File: src/rtl/piso_serializer_pkg.sv
// rtl/piso_serializer_pkg.sv - shared state encoding and sizing helper for the PISO/SIPO stages
package piso_serializer_pkg;

    typedef enum logic {
        ST_IDLE  = 1'b0,
        ST_SHIFT = 1'b1
    } state_e;

    // Bit counter width for a WIDTH-bit word; never narrower than one bit.
    function automatic int cnt_w(input int width);
        return (width < 2) ? 1 : $clog2(width);
    endfunction

endpackage

File: src/rtl/piso_serializer_if.sv
// rtl/piso_serializer_if.sv - load handshake, shift strobe and serial output bundle
interface piso_serializer_if #(
    parameter int WIDTH = 4
);
    logic [WIDTH-1:0] din;
    logic             load_valid;
    logic             load_ready;
    logic             bit_en;
    logic             sout;
    logic             sout_valid;
    logic             busy;
    logic             done;

    modport master (
        output din, load_valid, bit_en,
        input  load_ready, sout, sout_valid, busy, done
    );

    modport slave (
        input  din, load_valid, bit_en,
        output load_ready, sout, sout_valid, busy, done
    );
endinterface

File: src/rtl/piso_serializer_mod_counter.sv
// rtl/piso_serializer_mod_counter.sv - bit counter that saturates at its terminal count
module piso_serializer_mod_counter #(
    parameter int MAX   = 3,
    parameter int CNT_W = 2
) (
    input  logic clk,
    input  logic rst,
    input  logic clr,
    input  logic en,
    output logic tc
);
    logic [CNT_W-1:0] cnt;

    assign tc = (cnt == CNT_W'(MAX));

    always_ff @(posedge clk) begin
        if (rst || clr) begin
            cnt <= '0;
        end else if (en && !tc) begin
            cnt <= cnt + 1'b1;
        end
    end
endmodule

File: src/rtl/piso_serializer.sv
// rtl/piso_serializer.sv - parallel-in serial-out stage with load handshake and shift strobe
module piso_serializer
    import piso_serializer_pkg::*;
#(
    parameter int   WIDTH      = 4,
    parameter bit   MSB_FIRST  = 1'b1,
    parameter logic IDLE_LEVEL = 1'b0
) (
    input logic             clk,
    input logic             rst,
    piso_serializer_if.slave bus
);
    localparam int CNT_W = cnt_w(WIDTH);

    state_e           state_q, state_d;
    logic [WIDTH-1:0] sr_q, sr_d;
    logic             accept, step, last, tc;
    logic             sout_d;

    piso_serializer_mod_counter #(
        .MAX   (WIDTH - 1),
        .CNT_W (CNT_W)
    ) u_cnt (
        .clk (clk),
        .rst (rst),
        .clr (accept),
        .en  (step),
        .tc  (tc)
    );

    always_comb begin
        state_d = state_q;
        sr_d    = sr_q;
        accept  = 1'b0;
        step    = 1'b0;
        last    = 1'b0;
        unique case (state_q)
            ST_IDLE: begin
                if (bus.load_valid) begin
                    accept  = 1'b1;
                    sr_d    = bus.din;
                    state_d = ST_SHIFT;
                end
            end
            ST_SHIFT: begin
                if (bus.bit_en) begin
                    if (tc) begin
                        last    = 1'b1;
                        state_d = ST_IDLE;
                    end else begin
                        step = 1'b1;
                        sr_d = MSB_FIRST ? {sr_q[WIDTH-2:0], 1'b0} : {1'b0, sr_q[WIDTH-1:1]};
                    end
                end
            end
            default: state_d = ST_IDLE;
        endcase
    end

    // The send end of the register is always the bit on the wire next cycle.
    always_comb begin
        sout_d = IDLE_LEVEL;
        if (state_d == ST_SHIFT) begin
            sout_d = MSB_FIRST ? sr_d[WIDTH-1] : sr_d[0];
        end
    end

    always_ff @(posedge clk) begin
        if (rst) begin
            state_q        <= ST_IDLE;
            sr_q           <= '0;
            bus.load_ready <= 1'b1;
            bus.sout       <= IDLE_LEVEL;
            bus.sout_valid <= 1'b0;
            bus.busy       <= 1'b0;
            bus.done       <= 1'b0;
        end else begin
            state_q        <= state_d;
            sr_q           <= sr_d;
            bus.load_ready <= (state_d == ST_IDLE);
            bus.sout       <= sout_d;
            bus.sout_valid <= (state_d == ST_SHIFT);
            bus.busy       <= (state_d == ST_SHIFT);
            bus.done       <= last;
        end
    end
endmodule

File: src/flat_wrapper.sv
// flat-port wrapper written by rule: the top's interface ports become plain ports
module piso_serializer_flat import piso_serializer_pkg::*;
#(
    parameter int   WIDTH      = 4,
    parameter bit   MSB_FIRST  = 1'b1,
    parameter logic IDLE_LEVEL = 1'b0
)
  (clk, rst, bus_din, bus_load_valid, bus_bit_en, bus_load_ready, bus_sout, bus_sout_valid, bus_busy, bus_done);
  piso_serializer_if #(.WIDTH(WIDTH)) bus_i ();
  input logic clk;
  input logic rst;
  input wire logic [$bits(bus_i.din)-1:0] bus_din;
  input wire logic [$bits(bus_i.load_valid)-1:0] bus_load_valid;
  input wire logic [$bits(bus_i.bit_en)-1:0] bus_bit_en;
  output wire logic [$bits(bus_i.load_ready)-1:0] bus_load_ready;
  output wire logic [$bits(bus_i.sout)-1:0] bus_sout;
  output wire logic [$bits(bus_i.sout_valid)-1:0] bus_sout_valid;
  output wire logic [$bits(bus_i.busy)-1:0] bus_busy;
  output wire logic [$bits(bus_i.done)-1:0] bus_done;
  assign bus_i.din = bus_din;
  assign bus_i.load_valid = bus_load_valid;
  assign bus_i.bit_en = bus_bit_en;
  assign bus_load_ready = bus_i.load_ready;
  assign bus_sout = bus_i.sout;
  assign bus_sout_valid = bus_i.sout_valid;
  assign bus_busy = bus_i.busy;
  assign bus_done = bus_i.done;
  piso_serializer #(.WIDTH(WIDTH), .MSB_FIRST(MSB_FIRST), .IDLE_LEVEL(IDLE_LEVEL)) u_core (.clk(clk), .rst(rst), .bus(bus_i));
endmodule
File: config.mk
export PLATFORM = sky130hd
export DESIGN_NAME = piso_serializer_flat
export DESIGN_NICKNAME = d
export VERILOG_FILES = /design/src/rtl/piso_serializer_pkg.sv /design/src/rtl/piso_serializer_if.sv /design/src/rtl/piso_serializer_mod_counter.sv /design/src/rtl/piso_serializer.sv /design/src/flat_wrapper.sv
export SDC_FILE = /design/constraint.sdc
export NUM_CORES = 1
export LEC_CHECK = 0
export BUFFER_PORTS_ARGS = -buffer_cell sky130_fd_sc_hd__buf_4
export CORE_AREA = 2 2 39 41
export CTS_CLUSTER_SIZE = 14
export DETAILED_ROUTE_END_ITERATION = 10
export DIE_AREA = 0 0 41 43
export GPL_ROUTABILITY_DRIVEN = 0
export GPL_TIMING_DRIVEN = 0
export PLACE_DENSITY = 0.68
export SLEW_MARGIN = 25
export SYNTH_ARGS = -nofsm -noshare
export SYNTH_HDL_FRONTEND = slang
export SYNTH_SLANG_ARGS = --single-unit
export TNS_END_PERCENT = 1
File: constraint.sdc
create_clock -name clk -period 3.5 [get_ports clk]
set_input_delay 0.175 -clock clk [delete_from_list [all_inputs] [get_ports clk]]
set_output_delay 0.175 -clock clk [all_outputs]
set_load 0.02 [all_outputs]
==> qor.csv <==
metric,value,unit
layout.cells.non_filler,74,
drtIter0Drc,5,
skew,0.00708,ns
worstSetupStartpointType,flop,
yosysTopAreaCellShare,43.8,%
routed.top_layer,met4,
place_area,559,sq um
cts_resized,0,
grt_pass1_vias,349,
grt_max_degree,11,
gr-usage-all-layers,12.5,%
p_comb_share,14.5,%
clock_sinks,10,
wl,889,microns
ioPinCount,13,
die_width,41,microns
cp_slowest_cell,and4bb_4,
insertion_delay,0.26,ns
drive_gt1_share,41.4,%
ir_drop,0.000131,V
stdcell_area,596,sq um
final_nets,69,
cpPeakStageDelay,0.36,ns
maxSlewViolCount,0,
placed_cells,70,
htreeDepth,1,
postRouteAntennaNets,0,
required,3.64,ns
synth_largest_area_cell,dfxtp_1,
r2r_slack,2.20,ns
p_sw,61.6,uW
grt_overflow_total,0,
cts.reportedPaths.clkPinSlew,0.07,ns
worst_slew_pin_slew,0.369,ns
clk_path_buf_depth,2,
cap_violations,0,
die_y,43,microns
final.setup.tns,0,ns
wl_met2,435,microns
finalSetupViolCount,0,
grt_pass1_wl,1470,microns
yosysWarnings,0,
io_buffers,11,
cts_setup_buffers,0,
fin_crit,1.30,ns
finalHoldViolCount,0,
diodes,0,
layout_commonest_cell,buf_4,
post_synth_num_cell_types,22,
first_pass_iters,4,
whs,0.167,ns
arrival,1.44,ns
p_leak,0.265,nW
max_slew_margin,75.4,%
ys_top_cells_by_area,"dfxtp_1 (44%), ha_1 (5.5%), and4b_2 (4.9%)",
rows,14,
p_int,202,uW
ys_seq_elements,10,
hold_path_class,in2reg,
syn2layout_area_growth,30.4,%
drc,0,
netlist_area,457,sq um
critPathBufInv,0,
route.met3.wl,44,microns
seq_power_share,46.4,%
ctsHoldBuffers,0,
crit_chain,"ha_1, and4bb_4, mux2i_1, nor3_1",
max_freq,0.769,GHz
core_area,1380,sq um
p_per_area,443,nW/um^2
rsz0062_at_grt,false,
syn_inst,43,
final_cell_mix,"buf_4 (13), dfxtp_1 (10)",
hpwl,637,microns
wire_per_inst,12.0,microns
cts_buffers,3,
avgSynthCellArea,10.6,sq um
status,"finished, final reports clean",
crit_path_end_kind,flop,
vias,373,
pwr-share-clk,39.1,%
post-route-period-util,37.2,%
ys_seq_area_share,43.8,%
m1WireLength,394,microns
critPathTopFamily,simple AND/OR/NAND/NOR gates,
routed_via_density,5.04,
cp_max_fo,4,
clock-root-buffer,clkbuf_4,
antenna_found_initial,0,
start_util,33.0,%
p_sw_share,23.3,%
die_area,1760,sq um
cts_tree,built,
syn-num-nets,53,
path_class,reg2reg,
tightest hold or removal path, stage by stage:
cell	delay, ns
buf_4	0.11
nand2_1	0.05
a21oi_1	0.05
registers in the layout, indices dropped and copies added (netlist names):
name                   flops
u_core.bus.done            1
u_core.sr_q                4
u_core.bus.sout_valid      1
u_core.u_cnt.cnt           2
u_core.bus.sout            1
u_core.bus.load_ready      1
power by group through the flow:
| stage | logic [mW] | registers [mW] | clock network (mW) |
|---|---|---|---|
| finish | 0.0383 | 0.122 | 0.103 |
| global route | 0.0419 | 0.123 | 0.110 |
| global placement | 0.0374 | 0.125 | 0 |
| CTS | 0.0384 | 0.122 | 0.107 |
| detailed placement | 0.0381 | 0.125 | 0 |
| floorplan | 0.0209 | 0.127 | 0 |
layout make-up:
| cell class | instances | area [sq um] |
|---|---|---|
| clock buffers | 4 | 36.3 |
| plain buffers | 3 | 18.8 |
| multi-input cells | 29 | 234 |
| flip-flops and latches | 10 | 200 |
| fillers | 137 | 788 |
| inverters | 1 | 3.75 |
| repair buffers | 11 | 82.6 |
| well taps | 16 | 20.0 |
metrics by stage:
step / utilization [%] / power [mW] / worst slack, ns
3_3_place_gp: 40.4 / 0.162 / 2.23
6_report: 43.0 / 0.264 / 2.20
2_1_floorplan: - / 0.148 / 2.25
4_1_cts: 43.0 / 0.268 / 2.19
3_5_place_dp: 40.4 / 0.163 / 2.20
5_1_grt: 43.0 / 0.275 / 2.15
cells in the mapped netlist, drive strengths merged:
library cell,instances
nor2,3
nand2b,1
nor3,2
a21oi,3
inv,1
and2b,1
and4bb,1
a311o,1
clkbuf,1
a22oi,2
nand3b,2
and4b,2
and3b,2
nand2,1
ha,2
dfxtp,10
mux2i,1
buf,2
a311oi,1
xnor2,1
nand3,3
metal layers:
layer,GRT usage [%],vias up
met3,3.14,2
met5,0,-
met1,14.6,172
met4,8.00,0
li1,-,189
met2,19.1,10
kinds of logic after synthesis:
family | after synthesis | synth area share, %
AO/OA/AOI/OAI | 7 | 12.1
XOR/XNOR | 1 | 1.92
adder cells (fa/ha/maj) | 2 | 5.48
buffers and inverters | 4 | 4.93
flip-flops | 10 | 43.8
multiplexers | 1 | 2.19
AND/OR/NAND/NOR | 18 | 29.6
path summary, 6_finish.rpt:
check	depth (start not counted)	startpoint	to
min	3	bus_din[0]	u_core.sr_q[0]$_SDFFE_PP0P_
max	4	u_core.u_cnt.cnt[0]$_SDFFE_PP0P_	u_core.u_cnt.cnt[1]$_SDFFE_PP0P_
min reg2reg	2	u_core.sr_q[2]$_SDFFE_PP0P_	u_core.sr_q[2]$_SDFFE_PP0P_
max reg2reg	4	u_core.u_cnt.cnt[0]$_SDFFE_PP0P_	u_core.u_cnt.cnt[1]$_SDFFE_PP0P_
(Power assumes the default switching activity.)
